[config.mk]
export PLATFORM = sky130hd
export DESIGN_NAME = serial_adder_ctrl_flat
export DESIGN_NICKNAME = d
export VERILOG_FILES = /design/src/rtl/serial_adder_pkg.sv /design/src/rtl/serial_adder_ctrl_if.sv /design/src/rtl/serial_adder_ctrl_bit_full_adder.sv /design/src/rtl/serial_adder_ctrl.sv /design/src/flat_wrapper.sv
export SDC_FILE = /design/constraint.sdc
export NUM_CORES = 1
export LEC_CHECK = 0
export CORE_ASPECT_RATIO = 0.9
export CORE_MARGIN = 2
export CORE_UTILIZATION = 48
export DETAILED_ROUTE_END_ITERATION = 8
export PLACE_DENSITY = 0.77
export SKIP_LAST_GASP = 1
export SLEW_MARGIN = 10
export SYNTH_ARGS = -nofsm -noshare
export SYNTH_HDL_FRONTEND = slang
export SYNTH_HIERARCHICAL = 1
export SYNTH_SLANG_ARGS = --single-unit
[constraint.sdc]
create_clock -name clk -period 1.5 [get_ports clk]
set_input_delay 0.3 -clock clk [delete_from_list [all_inputs] [get_ports clk]]
set_output_delay 0.3 -clock clk [all_outputs]
set_load 0.03 [all_outputs]
[src/rtl/serial_adder_pkg.sv]
// serial_adder_pkg: shared FSM state encoding and counter-width helper for serial_adder_ctrl
package serial_adder_pkg;
  typedef enum logic [1:0] {ST_IDLE = 2'd0, ST_SHIFT = 2'd1, ST_DONE = 2'd2} state_e;
  function automatic int cnt_w(input int w);
    return $clog2(w);
  endfunction
endpackage

[src/rtl/serial_adder_ctrl_if.sv]
// serial_adder_ctrl_if: adder bus; master drives start/a/b/cin, slave returns busy/done/sum/cout (+ovf with SERIAL_ADDER_OVF_EN)
interface serial_adder_ctrl_if #(parameter int WIDTH = 8);
  logic start;
  logic [WIDTH-1:0] a;
  logic [WIDTH-1:0] b;
  logic cin;
  logic busy;
  logic done;
  logic [WIDTH-1:0] sum;
  logic cout;
`ifdef SERIAL_ADDER_OVF_EN
  logic ovf;
  modport master(output start, a, b, cin, input busy, done, sum, cout, ovf);
  modport slave(input start, a, b, cin, output busy, done, sum, cout, ovf);
`else
  modport master(output start, a, b, cin, input busy, done, sum, cout);
  modport slave(input start, a, b, cin, output busy, done, sum, cout);
`endif
endinterface

[src/rtl/serial_adder_ctrl_bit_full_adder.sv]
// bit_full_adder: combinational one-bit full adder; inputs a, b, cin; outputs s, co
module bit_full_adder (
  input  logic a,
  input  logic b,
  input  logic cin,
  output logic s,
  output logic co
);
  assign s  = a ^ b ^ cin;
  assign co = (a & b) | (cin & (a ^ b));
endmodule

[src/rtl/serial_adder_ctrl.sv]
// serial_adder_ctrl: bit-serial LSB-first adder FSM; ports clk, rst_n, bus (slave: start/a/b/cin in, busy/done/sum/cout out, ovf when SERIAL_ADDER_OVF_EN)
module serial_adder_ctrl
  import serial_adder_pkg::*;
#(
  parameter int WIDTH = 8
) (
  input logic clk,
  input logic rst_n,
  serial_adder_ctrl_if.slave bus
);
  localparam int CNT_W = cnt_w(WIDTH);
  state_e state_q;
  logic [CNT_W-1:0] cnt_q;
  logic carry_q;
  logic [WIDTH-1:0] sha_q;
  logic [WIDTH-1:0] shb_q;
  logic [WIDTH-1:0] sum_q;
  logic busy_q;
  logic done_q;
  logic cout_q;
  logic s_d;
  logic co_d;
  logic last;
  bit_full_adder u_fa (.a(sha_q[0]), .b(shb_q[0]), .cin(carry_q), .s(s_d), .co(co_d));
  assign last = cnt_q == CNT_W'(WIDTH - 1);
`ifdef SERIAL_ADDER_OVF_EN
  logic ovf_q;
  assign bus.ovf = ovf_q;
`endif
  always_ff @(posedge clk) begin
    if (!rst_n) begin
      state_q <= ST_IDLE;
      cnt_q   <= '0;
      carry_q <= 1'b0;
      sha_q   <= '0;
      shb_q   <= '0;
      sum_q   <= '0;
      busy_q  <= 1'b0;
      done_q  <= 1'b0;
      cout_q  <= 1'b0;
`ifdef SERIAL_ADDER_OVF_EN
      ovf_q   <= 1'b0;
`endif
    end else begin
      case (state_q)
        ST_IDLE: begin
          done_q <= 1'b0;
          if (bus.start) begin
            sha_q   <= bus.a;
            shb_q   <= bus.b;
            carry_q <= bus.cin;
            cnt_q   <= '0;
            sum_q   <= '0;
            busy_q  <= 1'b1;
            state_q <= ST_SHIFT;
          end
        end
        ST_SHIFT: begin
          sum_q   <= {s_d, sum_q[WIDTH-1:1]};
          carry_q <= co_d;
          sha_q   <= sha_q >> 1;
          shb_q   <= shb_q >> 1;
          cnt_q   <= cnt_q + 1'b1;
          if (last) begin
            busy_q  <= 1'b0;
            done_q  <= 1'b1;
            cout_q  <= co_d;
`ifdef SERIAL_ADDER_OVF_EN
            ovf_q   <= carry_q ^ co_d;
`endif
            state_q <= ST_DONE;
          end
        end
        ST_DONE: begin
          done_q  <= 1'b0;
          state_q <= ST_IDLE;
        end
        default: state_q <= ST_IDLE;
      endcase
    end
  end
  assign bus.busy = busy_q;
  assign bus.done = done_q;
  assign bus.sum  = sum_q;
  assign bus.cout = cout_q;
endmodule

[src/flat_wrapper.sv]
// flat-port wrapper written by rule: the top's interface ports become plain ports
module serial_adder_ctrl_flat import serial_adder_pkg::*;
#(
  parameter int WIDTH = 8
)
  (clk, rst_n, bus_start, bus_a, bus_b, bus_cin, bus_busy, bus_done, bus_sum, bus_cout);
  serial_adder_ctrl_if #(.WIDTH(WIDTH)) bus_i ();
  input logic clk;
  input logic rst_n;
  input wire logic [$bits(bus_i.start)-1:0] bus_start;
  input wire logic [$bits(bus_i.a)-1:0] bus_a;
  input wire logic [$bits(bus_i.b)-1:0] bus_b;
  input wire logic [$bits(bus_i.cin)-1:0] bus_cin;
  output wire logic [$bits(bus_i.busy)-1:0] bus_busy;
  output wire logic [$bits(bus_i.done)-1:0] bus_done;
  output wire logic [$bits(bus_i.sum)-1:0] bus_sum;
  output wire logic [$bits(bus_i.cout)-1:0] bus_cout;
  assign bus_i.start = bus_start;
  assign bus_i.a = bus_a;
  assign bus_i.b = bus_b;
  assign bus_i.cin = bus_cin;
  assign bus_busy = bus_i.busy;
  assign bus_done = bus_i.done;
  assign bus_sum = bus_i.sum;
  assign bus_cout = bus_i.cout;
  serial_adder_ctrl #(.WIDTH(WIDTH)) u_core (.clk(clk), .rst_n(rst_n), .bus(bus_i));
endmodule
## After elaboration in Yosys (flattened, before gate mapping)

Index checks and enable logic that the tools add are counted.
Widths: inputs -> output; s select.

- Bits in registers: 33
- Word-level logic and storage cells: 47
- Bits of input ports: 20

- Reductions and logical operators: 9
- Bitwise operators: 5
- Multiplexer cells: 18
- Add/sub/neg operators: 1
- Equal/unequal tests: 5

Operators by type and width:

| operator | count |
|---|---|
| $pmux 8 s2 | 3 |
| $mux 8 | 3 |
| $reduce_and 2->1 | 4 |
| $pmux 1 s2 | 3 |
| $pmux 3 s2 | 1 |
| $mux 1 | 4 |
| $mux 2 | 2 |
| $pmux 2 s2 | 1 |
| $reduce_bool 2->1 | 2 |
| $add 3x1->3 const B | 1 |
| $eq 3x3->1 const B | 1 |
| $mux 3 | 1 |
| $reduce_and 3->1 | 1 |
| $and 1x1->1 | 2 |
| $eq 2x1->1 const B | 1 |
| $eq 2x2->1 const B | 1 |
| $logic_not 2->1 | 1 |
| $ne 2x1->1 const B | 1 |
| $ne 2x2->1 const B | 1 |
| $reduce_or 2->1 | 1 |
| $xor 1x1->1 | 2 |
| $or 1x1->1 | 1 |

## Depth between registers and ports, before layout

Gate-level depths: netlist of the first run.

- Depth after elaboration: 4
- Depth in mapped cells: 5
- Mapped depth without buffers: 5

## Cells and area by module

Netlist of the first run, hierarchy kept.

Modules (own cells, without submodules):

| module | cells an instance | times used | seq. area each (sq um) | area each (sq um) |
|---|---|---|---|---|
| serial_adder_ctrl | 151 | 1 | 660.6 | 1321.3 |
| bit_full_adder | 1 | 1 | 0.0 | 20.0 |

## Least setup slack after synthesis of the first run

No wires, ideal clock.

- Path type: register to register
- Start: register u_core.cnt_q[0]
- End: register u_core.done_q, in the netlist u_core/bus.done
- Path slack: 369 ps
- Arrival: 1015 ps
- Setup time: 116 ps
- Buffers on the path: 0
- Required time: 1384 ps
- Cell stages (with the launch flop): 5
- Period minus slack after synthesis: 1131 ps
- Cells stage by stage: dfxtp_1 -> ha_1 -> ha_1 -> nor2b_1 -> o211a_1

- Cells in the longest elaborated chain, start to end: 3

Ends and longest elaborated chain:

| item | RTL line | RTL |
|---|---|---|
| start: declaration | serial_adder_ctrl.sv:13 | `logic [CNT_W-1:0] cnt_q;` |
| start signal: assignment | serial_adder_ctrl.sv:63 | `cnt_q <= cnt_q + 1'b1;` |
| $eq 3x3->1 | serial_adder_ctrl.sv:25 | `assign last = cnt_q == CNT_W'(WIDTH - 1);` |
| $ne 2x1->1 (no source line) | -- |  |
| $reduce_and 2->1 (no source line) | -- |  |
| end signal: assignment | serial_adder_ctrl.sv:39 | `done_q <= 1'b0;` |
| end signal: assignment | serial_adder_ctrl.sv:47 | `done_q <= 1'b0;` |
| end signal: assignment | serial_adder_ctrl.sv:66 | `done_q <= 1'b1;` |
| end: declaration | serial_adder_ctrl.sv:19 | `logic done_q;` |

Every way passes these cells.
A chain may end at the register's enable or synchronous reset.

## Final worst setup path of the first run

- Start: register u_core.sum_q[2], in the netlist u_core/bus.sum[2]
- End: output bus_sum[2]

RTL lines:

| item | RTL line | RTL |
|---|---|---|
| start: declaration | serial_adder_ctrl.sv:17 | `logic [WIDTH-1:0] sum_q;` |
| start signal: assignment | serial_adder_ctrl.sv:59 | `sum_q <= {s_d, sum_q[WIDTH-1:1]};` |
| end: declaration | flat_wrapper.sv:16 | `output wire logic [$bits(bus_i.sum)-1:0] bus_sum;` |

No word-level cell between the ends.

==> impl_metrics.py, run 1 <==
metrics = {
    "worst_setup_path": {
        "crit_fanout": 3,
        "crit_end": "bus_sum[2]",
        "r2r_setup_slack_ns": 0.21,
        "worstReg2RegStart": "u_core/state_q[0]$_SDFFE_PN0P_",
        "cp.depth": 1,
        "startpoint": "u_core/bus.sum[2]$_SDFFE_PN0P_",
        "path_buf_inv": 1,
        "cp.required_ns": 1.20,
        "max_stage_delay_ns": 0.41,
        "slowest_stage": "dlygate4sd2_1",
        "endpoint_kind": "output port",
        "r2r_end": "u_core/bus.sum[3]$_SDFFE_PN0P_",
        "crit_chain": "dlygate4sd2_1",
        "r2r_cells": 3,
        "crit_arrival_ns": 1.12,
        "crit_type": "flop to output port",
        "crit_path_start_kind": "flop",
        "crit_family": "buffers and inverters",
    },
    "drt": {
        "drc": 0,
        "vias": 1164,
        "final_antenna_net_count": 0,
        "finalWirelength_mm": 2.856,
        "first_pass_iters": 4,
        "via_per_inst": 5.414,
        "dr.first_iter.drc_count": 41,
        "wl_per_cell_um": 13.28,
    },
    "pwr": {
        "powerDensity_nw_per_um2": 947.4,
        "p_leak_uw": 0.0007219,
        "ir_drop_mv": 0.5418,
    },
    "clock_network": {
        "cts_tree": "built",
        "clk_pin_slew_ns": 0.10,
        "insertion_delay_ns": 0.33,
        "ctsResizeCount": 11,
        "postCtsSetupRepairBufs": 0,
        "cts_buffers": 5,
        "hold_buffers": 0,
        "root_buffer": "clkbuf_4",
        "clock_path_buffers": 2,
        "clock-sinks": 33,
        "h-tree-depth": 2,
    },
    "global_routing": {
        "grt-busiest-layer": "met2",
        "grtUsageTotal": 0.2001,
        "globalRouteOverflowTotal": 0,
        "antenna_found_initial": 0,
        "met2_usage": 0.3442,
        "use_met3": 0.06971,
        "grt_max_degree": 34,
        "grt_pass1_wl_mm": 4.767,
        "globalRouteMet1Util": 0.2370,
        "grt_pass1_vias": 1114,
    },
    "die": {
        "start_util": 0.4963,
        "ios": 31,
        "fp-row-count": 18,
        "core_area_um2": 2703,
        "die_height_um": 54.15,
        "dieArea_um2": 3234,
        "die_x_um": 59.72,
    },
    "status": {
        "outcome": "finished clean",
    },
    "timing": {
        "slew_viol_final": 0,
        "layout_min_cycle_time_ns": 1.416,
        "setup_viol": 0,
        "hold_violations": 0,
        "fin_tns_setup_ns": 0,
        "tightest_slew_ns": 0.4402,
        "relSlewSlack": 0.7065,
        "max_freq_mhz": 706.4,
        "skew_ns": 0.007644,
        "rsz0062_at_grt": "false",
        "finalCritPeriodShare": 0.9438,
    },
    "synth": {
        "ys_ff_latch": 33,
        "synth_area_leaders": "dfxtp_1 49%, nand2_1 8.4%, a31oi_1 7.0%",
        "synth_flop_cell": "dfxtp_1",
        "yosys_warnings": 6,
        "async_flop_share": 0,
        "synth-seq-area-share": 0.4925,
        "synth_common_cells": "33 x dfxtp_1, 30 x nand2_1, 15 x a31oi_1, 14 x nor2b_1, 12 x a22oi_1",
        "syn_inst": 152,
        "synth_edf_count": 0,
        "yosysTopAreaCell": "dfxtp_1",
        "yosysMostFrequentCell": "dfxtp_1",
        "ys_types": 24,
        "synthesis.area_um2": 1341,
        "synth_area_per_cell_um2": 8.824,
        "synth_top_cell_area_share": 0.4925,
        "syn-num-nets": 175,
    },
    "placement": {
        "dpl_cell_area_um2": 1713,
        "port_buffers": 30,
        "dp_hpwl_mm": 1.967,
        "gp_congestion": 0.7546,
    },
    "finish": {
        "stdcell_area_um2": 1750,
        "syn2layout_area_growth_pct": 30.50,
        "fillCellCount": 225,
        "n_antenna_cell": 0,
        "drive_gt1_frac": 0.07027,
        "layout.nets": 207,
    },
    "hold_path": {
        "hp-class": "flop to flop",
    },
    "run": {
        "maxCapViolations": 0,
    },
}
-- tightest hold or removal path, delay by kind of cell, from the launching register on --
kind	cells	cell delay, ns
flops	1	0.32
compound gates	1	0.07
simple gates	1	0.05
-- how the worst min path moves through the flow --
stage | from | endpoint | slack (ns) | depth (start not counted)
3_5_place_dp | u_core/shb_q[2]$_SDFFE_PN0P_ | u_core/shb_q[2]$_SDFFE_PN0P_ | 0.46 | 2
5_1_grt | u_core/sha_q[5]$_SDFFE_PN0P_ | u_core/sha_q[5]$_SDFFE_PN0P_ | 0.49 | 2
4_1_cts | u_core/shb_q[2]$_SDFFE_PN0P_ | u_core/shb_q[2]$_SDFFE_PN0P_ | 0.47 | 2
6_report | u_core/shb_q[2]$_SDFFE_PN0P_ | u_core/shb_q[2]$_SDFFE_PN0P_ | 0.48 | 2
2_1_floorplan | rst_n | u_core/sha_q[2]$_SDFFE_PN0P_ | 0.44 | 2
3_3_place_gp | u_core/shb_q[1]$_SDFFE_PN0P_ | u_core/shb_q[1]$_SDFFE_PN0P_ | 0.46 | 2
-- layer usage --
layer / wire length (um) / vias up
li1: - / 593
met1: 1283 / 541
met2: 1410 / 30
met3: 161 / 0
met4: 0 / 0
met5: 0 / -
-- power by group --
part	switching (uW)	total, uW	internal (uW)
Clock	291	469	178
Combinational	115	239	124
Sequential	28.1	950	922
-- flip-flops by register name, summed over array words and instances (netlist names), 2 cells and up --
signal	cells
u_core/bus.sum	8
u_core/cnt_q	3
u_core/sha_q	8
u_core/shb_q	8
u_core/state_q	2
-- cells in the final DEF, fill, tap and decap left out, drive strengths merged, types with 6 or more instances in the layout --
cell type,Yosys,layout
nand2,30,30
clkbuf,5,6
dfxtp,33,33
a22oi,12,12
dlygate4sd2,0,11
buf,6,6
nor2b,14,14
clkdlybuf4s50,0,19
o21ai,16,16
a31oi,15,15
-- stage by stage --
| step | hold slack (ns) | util | total power (uW) | worst slack [ns] | std cells |
|---|---|---|---|---|---|
| 3_5_place_dp | 0.4605 | 0.6338 | 1212 | 0.002903 | 207 |
| 6_report | 0.4756 | 0.6477 | 1658 | 0.08429 | 215 |
| 3_3_place_gp | 0.4552 | 0.6338 | 1202 | 0.05852 | 207 |
| 4_1_cts | 0.4742 | 0.6477 | 1678 | 0.06733 | 215 |
| 5_1_grt | 0.4922 | 0.6477 | 1756 | 0.01207 | 215 |
| 2_1_floorplan | 0.4417 | - | 1098 | 0.3692 | 152 |
-- final cells by class --
cell class | instances | area (um2) | area share
Sequential cell | 33 | 660.6 | 0.3774
Multi-Input combinational cell | 106 | 624.3 | 0.3567
Timing Repair Buffer | 36 | 369.1 | 0.2109
Clock buffer | 6 | 41.29 | 0.02359
Tap cell | 30 | 37.54 | 0.02144
Clock inverter | 2 | 10.01 | 0.005718
Inverter | 2 | 7.507 | 0.004289
-- kinds of logic after synthesis --
logic type               after synthesis  share of synthesized area
multiplexers                           2                    0.01493
buffers and inverters                 13                    0.04198
AO/OA/AOI/OAI                         48                     0.2248
adder cells (fa/ha/maj)                3                    0.03358
AND/OR/NAND/NOR                       53                     0.1922
flip-flops                            33                     0.4925
Power figures use the tool's default switching activity.
==> run 2: changes to the inputs <==
--- a/config.mk
+++ b/config.mk
@@ -5,10 +5,11 @@
 export SDC_FILE = /design/constraint.sdc
 export NUM_CORES = 1
 export LEC_CHECK = 0
-export CORE_ASPECT_RATIO = 0.9
+export CORE_ASPECT_RATIO = 1.4
 export CORE_MARGIN = 2
 export CORE_UTILIZATION = 48
 export DETAILED_ROUTE_END_ITERATION = 8
+export HOLD_SLACK_MARGIN = 0.05
 export PLACE_DENSITY = 0.77
 export SKIP_LAST_GASP = 1
 export SLEW_MARGIN = 10
==> impl_metrics.py, run 2 (synthesis results as in run 1) <==
metrics = {
    "status": {
        "outcome": "finished clean",
    },
    "global_routing": {
        "antenna_found_initial": 0,
        "grtUsageTotal": 0.1759,
        "grt_pass1_vias": 1044,
        "grt_pass1_wl_mm": 4.305,
        "globalRouteOverflowTotal": 0,
        "grt_max_degree": 34,
    },
    "timing": {
        "whs_ns": 0.4736,
        "relSlewSlack": 0.7360,
        "layout_min_cycle_time_ns": 1.393,
        "hold_violations": 0,
        "finalCritPeriodShare": 0.9283,
        "setup_viol": 0,
        "tightest_slew_ns": 0.3960,
        "rsz0062_at_grt": "false",
        "fin_ws_ns": 0.1075,
        "slew_viol_final": 0,
        "skew_ns": 0.007245,
        "max_freq_mhz": 718.1,
    },
    "worst_setup_path": {
        "worstReg2RegStart": "u_core/state_q[1]$_SDFFE_PN0P_",
        "path_buf_inv": 1,
        "crit_arrival_ns": 1.09,
        "r2r_cells": 3,
        "crit_family": "buffers and inverters",
        "slowest_stage": "dlygate4sd2_1",
        "max_stage_delay_ns": 0.41,
        "cp.depth": 1,
        "crit_end": "bus_sum[4]",
        "crit_path_start_kind": "flop",
        "crit_fanout": 3,
        "r2r_end": "u_core/bus.sum[0]$_SDFFE_PN0P_",
        "crit_type": "flop to output port",
        "cp.required_ns": 1.20,
        "r2r_setup_slack_ns": 0.27,
        "endpoint_kind": "output port",
        "startpoint": "u_core/bus.sum[4]$_SDFFE_PN0P_",
        "crit_chain": "dlygate4sd2_1",
    },
    "die": {
        "fp-row-count": 22,
        "start_util": 0.5076,
        "die_height_um": 66.55,
        "die_x_um": 48.68,
        "dieArea_um2": 3239,
        "core_area_um2": 2643,
        "ios": 31,
    },
    "placement": {
        "gp_congestion": 0.6932,
        "dp_hpwl_mm": 1.816,
        "port_buffers": 30,
        "dp_slack_ns": -0.0001504,
    },
    "finish": {
        "syn2layout_area_growth_pct": 30.78,
        "multiInputGateArea_um2": 624.3,
        "register_area_um2": 660.6,
        "final_common_cell": "dfxtp_1",
        "drive_gt1_frac": 0.06011,
        "fillCellCount": 251,
        "n_antenna_cell": 0,
        "layout.nets": 206,
        "layout_common_cells": "33 x dfxtp_1, 30 x nand2_1, 19 x clkdlybuf4s50_1",
    },
    "clock_network": {
        "clock_path_buffers": 2,
        "cts_buffers": 5,
        "ctsResizeCount": 11,
        "root_buffer": "clkbuf_4",
        "postCtsSetupRepairBufs": 0,
        "hold_buffers": 0,
        "insertion_delay_ns": 0.33,
        "clock-sinks": 33,
        "clk_pin_slew_ns": 0.09,
        "h-tree-depth": 2,
        "cts_tree": "built",
    },
    "hold_path": {
        "hp-class": "flop to flop",
        "hold_start": "u_core/shb_q[2]$_SDFFE_PN0P_",
        "hold_depth": 2,
    },
    "drt": {
        "drc": 0,
        "dr.first_iter.drc_count": 30,
        "final_antenna_net_count": 0,
        "wl_per_cell_um": 11.79,
        "vias": 1174,
        "via_per_inst": 5.361,
        "finalWirelength_mm": 2.583,
        "first_pass_iters": 6,
    },
    "pwr": {
        "p_leak_uw": 0.0007162,
        "powerDensity_nw_per_um2": 951.7,
        "ir_drop_mv": 0.7074,
    },
    "run": {
        "maxCapViolations": 0,
    },
}
-- run 2: cell count changes in the layout (fill, tap and decap cells not counted), sizes merged --
cell | before | now
clkbuf | 6 | 7
buf | 6 | 5
clkinv | 2 | 0
-- run 2: worst min path at each step --
stage / slack (ns) / end
after CTS: 0.48 / u_core/sha_q[2]$_SDFFE_PN0P_
after detailed placement: 0.46 / u_core/shb_q[1]$_SDFFE_PN0P_
final: 0.47 / u_core/shb_q[2]$_SDFFE_PN0P_
after global placement: 0.45 / u_core/shb_q[1]$_SDFFE_PN0P_
after floorplan: 0.44 / u_core/sha_q[2]$_SDFFE_PN0P_
after global routing: 0.50 / u_core/sha_q[4]$_SDFFE_PN0P_
-- run 2: report_power, final --
| group | internal (uW) | total [uW] | switching [uW] |
|---|---|---|---|
| logic | 122 | 233 | 111 |
| clock network | 221 | 488 | 267 |
| registers | 922 | 948 | 26.2 |
| total | 1260 | 1670 | 404 |
-- run 2: metal layers --
metal	up-vias	wire, um	share of wire	GRT usage
met1	548	1136	0.44	0.1844
met3	6	113	0.044	0.06054
met5	-	0	0	0
li1	592	-	-	-
met2	28	1275	0.49	0.3134
met4	0	58	0.022	0.08571
-- run 2: area by class of cell --
type,count,share of cell area
sequential,33,0.3766
multi-input combinational,106,0.3559
timing repair buffer,35,0.2061
clock buffer,7,0.03138
tap,36,0.02568
inverter,2,0.004280
-- run 2: worst min-delay path: stages, from the launching register on --
cell,delay [ns]
dfxtp_1,0.32
nand2_1,0.05
a31oi_1,0.07
-- run 2: stage by stage --
step / TNS [ns] / area [um2] / util / instances / power, uW
floorplan: 0 / 1341 / - / 152 / 1098
global placement: 0 / 1713 / 0.6482 / 212 / 1200
detailed placement: -0.0001504 / 1713 / 0.6482 / 212 / 1207
CTS: 0 / 1754 / 0.6638 / 219 / 1687
global route: 0 / 1754 / 0.6638 / 219 / 1763
finish: 0 / 1754 / 0.6638 / 219 / 1669
==> run 3: changes to the inputs <==
--- a/config.mk
+++ b/config.mk
@@ -9,7 +9,7 @@
 export CORE_MARGIN = 2
 export CORE_UTILIZATION = 48
 export DETAILED_ROUTE_END_ITERATION = 8
-export HOLD_SLACK_MARGIN = 0.05
+export HOLD_SLACK_MARGIN = 0.08
 export PLACE_DENSITY = 0.77
 export SKIP_LAST_GASP = 1
 export SLEW_MARGIN = 10
==> constraint.sdc (replaced) <==
create_clock -name clk -period 1.6 [get_ports clk]
set_input_delay 0.32 -clock clk [delete_from_list [all_inputs] [get_ports clk]]
set_output_delay 0.32 -clock clk [all_outputs]
set_load 0.03 [all_outputs]
==> impl_metrics.py, run 3 (synthesis results as in run 1) <==
metrics = {
    "status": {
        "outcome": "finished clean",
    },
    "die": {
        "dieArea_um2": 3239,
        "ios": 31,
        "die_x_um": 48.68,
        "core_area_um2": 2643,
        "start_util": 0.5076,
        "die_height_um": 66.55,
        "fp-row-count": 22,
    },
    "placement": {
        "gp_congestion": 0.7082,
        "dpl_cell_area_um2": 1708,
        "dp_slack_ns": -0.2472,
        "dp_hpwl_mm": 1.991,
        "port_buffers": 30,
    },
    "global_routing": {
        "grt_pass1_wl_mm": 4.740,
        "globalRouteOverflowTotal": 0,
        "grtUsageTotal": 0.1941,
        "grt_max_degree": 32,
        "antenna_found_initial": 0,
        "grt_pass1_vias": 1146,
    },
    "finish": {
        "final_common_cell": "dfxtp_1",
        "layout.nets": 207,
        "stdcell_area_um2": 1747,
        "n_antenna_cell": 0,
        "drive_gt1_frac": 0.06486,
        "fillCellCount": 246,
        "layout_common_cells": "33 x dfxtp_1, 30 x nand2_1, 19 x clkdlybuf4s50_1",
        "syn2layout_area_growth_pct": 30.22,
        "final_core_util": 0.6610,
    },
    "worst_setup_path": {
        "slowest_stage": "dlygate4sd2_1",
        "crit_fanout": 3,
        "crit_path_start_kind": "flop",
        "max_stage_delay_ns": 0.41,
        "cp.depth": 1,
        "endpoint_kind": "output port",
        "crit_arrival_ns": 1.10,
        "cp.required_ns": 1.28,
        "path_buf_inv": 1,
        "r2r_cells": 3,
        "crit_chain": "dlygate4sd2_1",
        "crit_type": "flop to output port",
        "crit_family": "buffers and inverters",
    },
    "drt": {
        "finalWirelength_mm": 2.764,
        "first_pass_iters": 4,
        "dr.first_iter.drc_count": 24,
        "wl_per_cell_um": 12.51,
        "drc": 0,
        "via_per_inst": 5.412,
        "vias": 1196,
        "final_antenna_net_count": 0,
    },
    "timing": {
        "finalCritPeriodShare": 0.8893,
        "layout_min_cycle_time_ns": 1.423,
        "tightest_slew_ns": 0.4946,
        "relSlewSlack": 0.6701,
        "slew_viol_final": 0,
        "max_freq_mhz": 702.8,
        "setup_viol": 0,
        "hold_violations": 0,
        "skew_ns": 0.002614,
        "rsz0062_at_grt": "false",
        "fin_ws_ns": 0.1771,
    },
    "pwr": {
        "ir_drop_mv": 0.7923,
        "powerDensity_nw_per_um2": 882.5,
        "fin_total_pwr_uw": 1542,
        "p_leak_uw": 0.0007150,
    },
    "clock_network": {
        "clock-sinks": 33,
        "h-tree-depth": 2,
        "cts_buffers": 5,
        "clk_pin_slew_ns": 0.09,
        "root_buffer": "clkbuf_4",
        "postCtsSetupRepairBufs": 0,
        "insertion_delay_ns": 0.33,
        "clock_path_buffers": 2,
        "cts_tree": "built",
    },
    "hold_path": {
        "hold_depth": 2,
        "hp-class": "flop to flop",
    },
    "run": {
        "maxCapViolations": 0,
    },
}
==> run 3: changes by cell type in the layout (fill, tap and decap cells not counted) <==
cell	before	now
buf_12	3	2
clkbuf_1	1	3
o21bai_2	0	1
clkbuf_8	1	0
o21bai_1	1	0
buf_4	2	4
==> run 3: metrics by stage <==
stage | std cells | hold WS [ns] | setup TNS, ns
after floorplan | 152 | 0.4451 | 0
after CTS | 221 | 0.4731 | 0
after global routing | 221 | 0.4912 | 0
final | 221 | 0.4746 | 0
after global placement | 213 | 0.4532 | -2.550
after detailed placement | 213 | 0.4599 | -2.874
==> run 3: worst register-to-register path, delay by kind of cell, from the launching register on <==
kind | cells | cell delay (ns)
AOI/OAI and AO/OA | 1 | 0.15
DFF | 1 | 0.48
and+or+nand+nor | 2 | 0.57
==> run 3: per-layer routing <==
| layer | share of wire | routed length [um] | global-route usage | vias to the layer above |
|---|---|---|---|---|
| met5 | 0 | 0 | 0 | - |
| met4 | 0.018 | 50 | 0.07500 | 0 |
| met3 | 0.047 | 131 | 0.06054 | 5 |
| met2 | 0.53 | 1460 | 0.3973 | 28 |
| met1 | 0.41 | 1122 | 0.1726 | 567 |
| li1 | - | - | - | 596 |
==> run 3: timing repair <==
action,4_1_cts,5_1_grt
hold buffers,0,0
endpoints found under the setup margin,11,6
hold endpoints to repair,0,0
pin swaps,0,0
gates resized for setup,11,1
==> run 3: layout make-up <==
type,instances,area (um2),area share
repair buffers,36,356.6,0.2042
multi-input cells,106,628.1,0.3596
inverters,2,7.507,0.004298
flip-flops and latches,33,660.6,0.3782
clock buffers,8,48.80,0.02794
well taps,36,45.04,0.02579
==> run 3: report_power, final <==
part | total (uW) | leakage (uW) | internal, uW | switching (uW)
Combinational | 220 | 0.000418 | 112 | 108
Sequential | 891 | 0.000271 | 864 | 26.5
Clock | 431 | 0.0000265 | 175 | 256
Total | 1540 | 0.000715 | 1150 | 390
==> run 3: final timing paths <==
| check | start | endpoint | slack, ns |
|---|---|---|---|
| max | u_core/bus.sum[5]$_SDFFE_PN0P_ | bus_sum[5] | 0.18 |
| min | u_core/sha_q[5]$_SDFFE_PN0P_ | u_core/sha_q[5]$_SDFFE_PN0P_ | 0.47 |
| max reg2reg | u_core/state_q[0]$_SDFFE_PN0P_ | u_core/bus.sum[5]$_SDFFE_PN0P_ | 0.34 |
| min reg2reg | u_core/sha_q[5]$_SDFFE_PN0P_ | u_core/sha_q[5]$_SDFFE_PN0P_ | 0.47 |
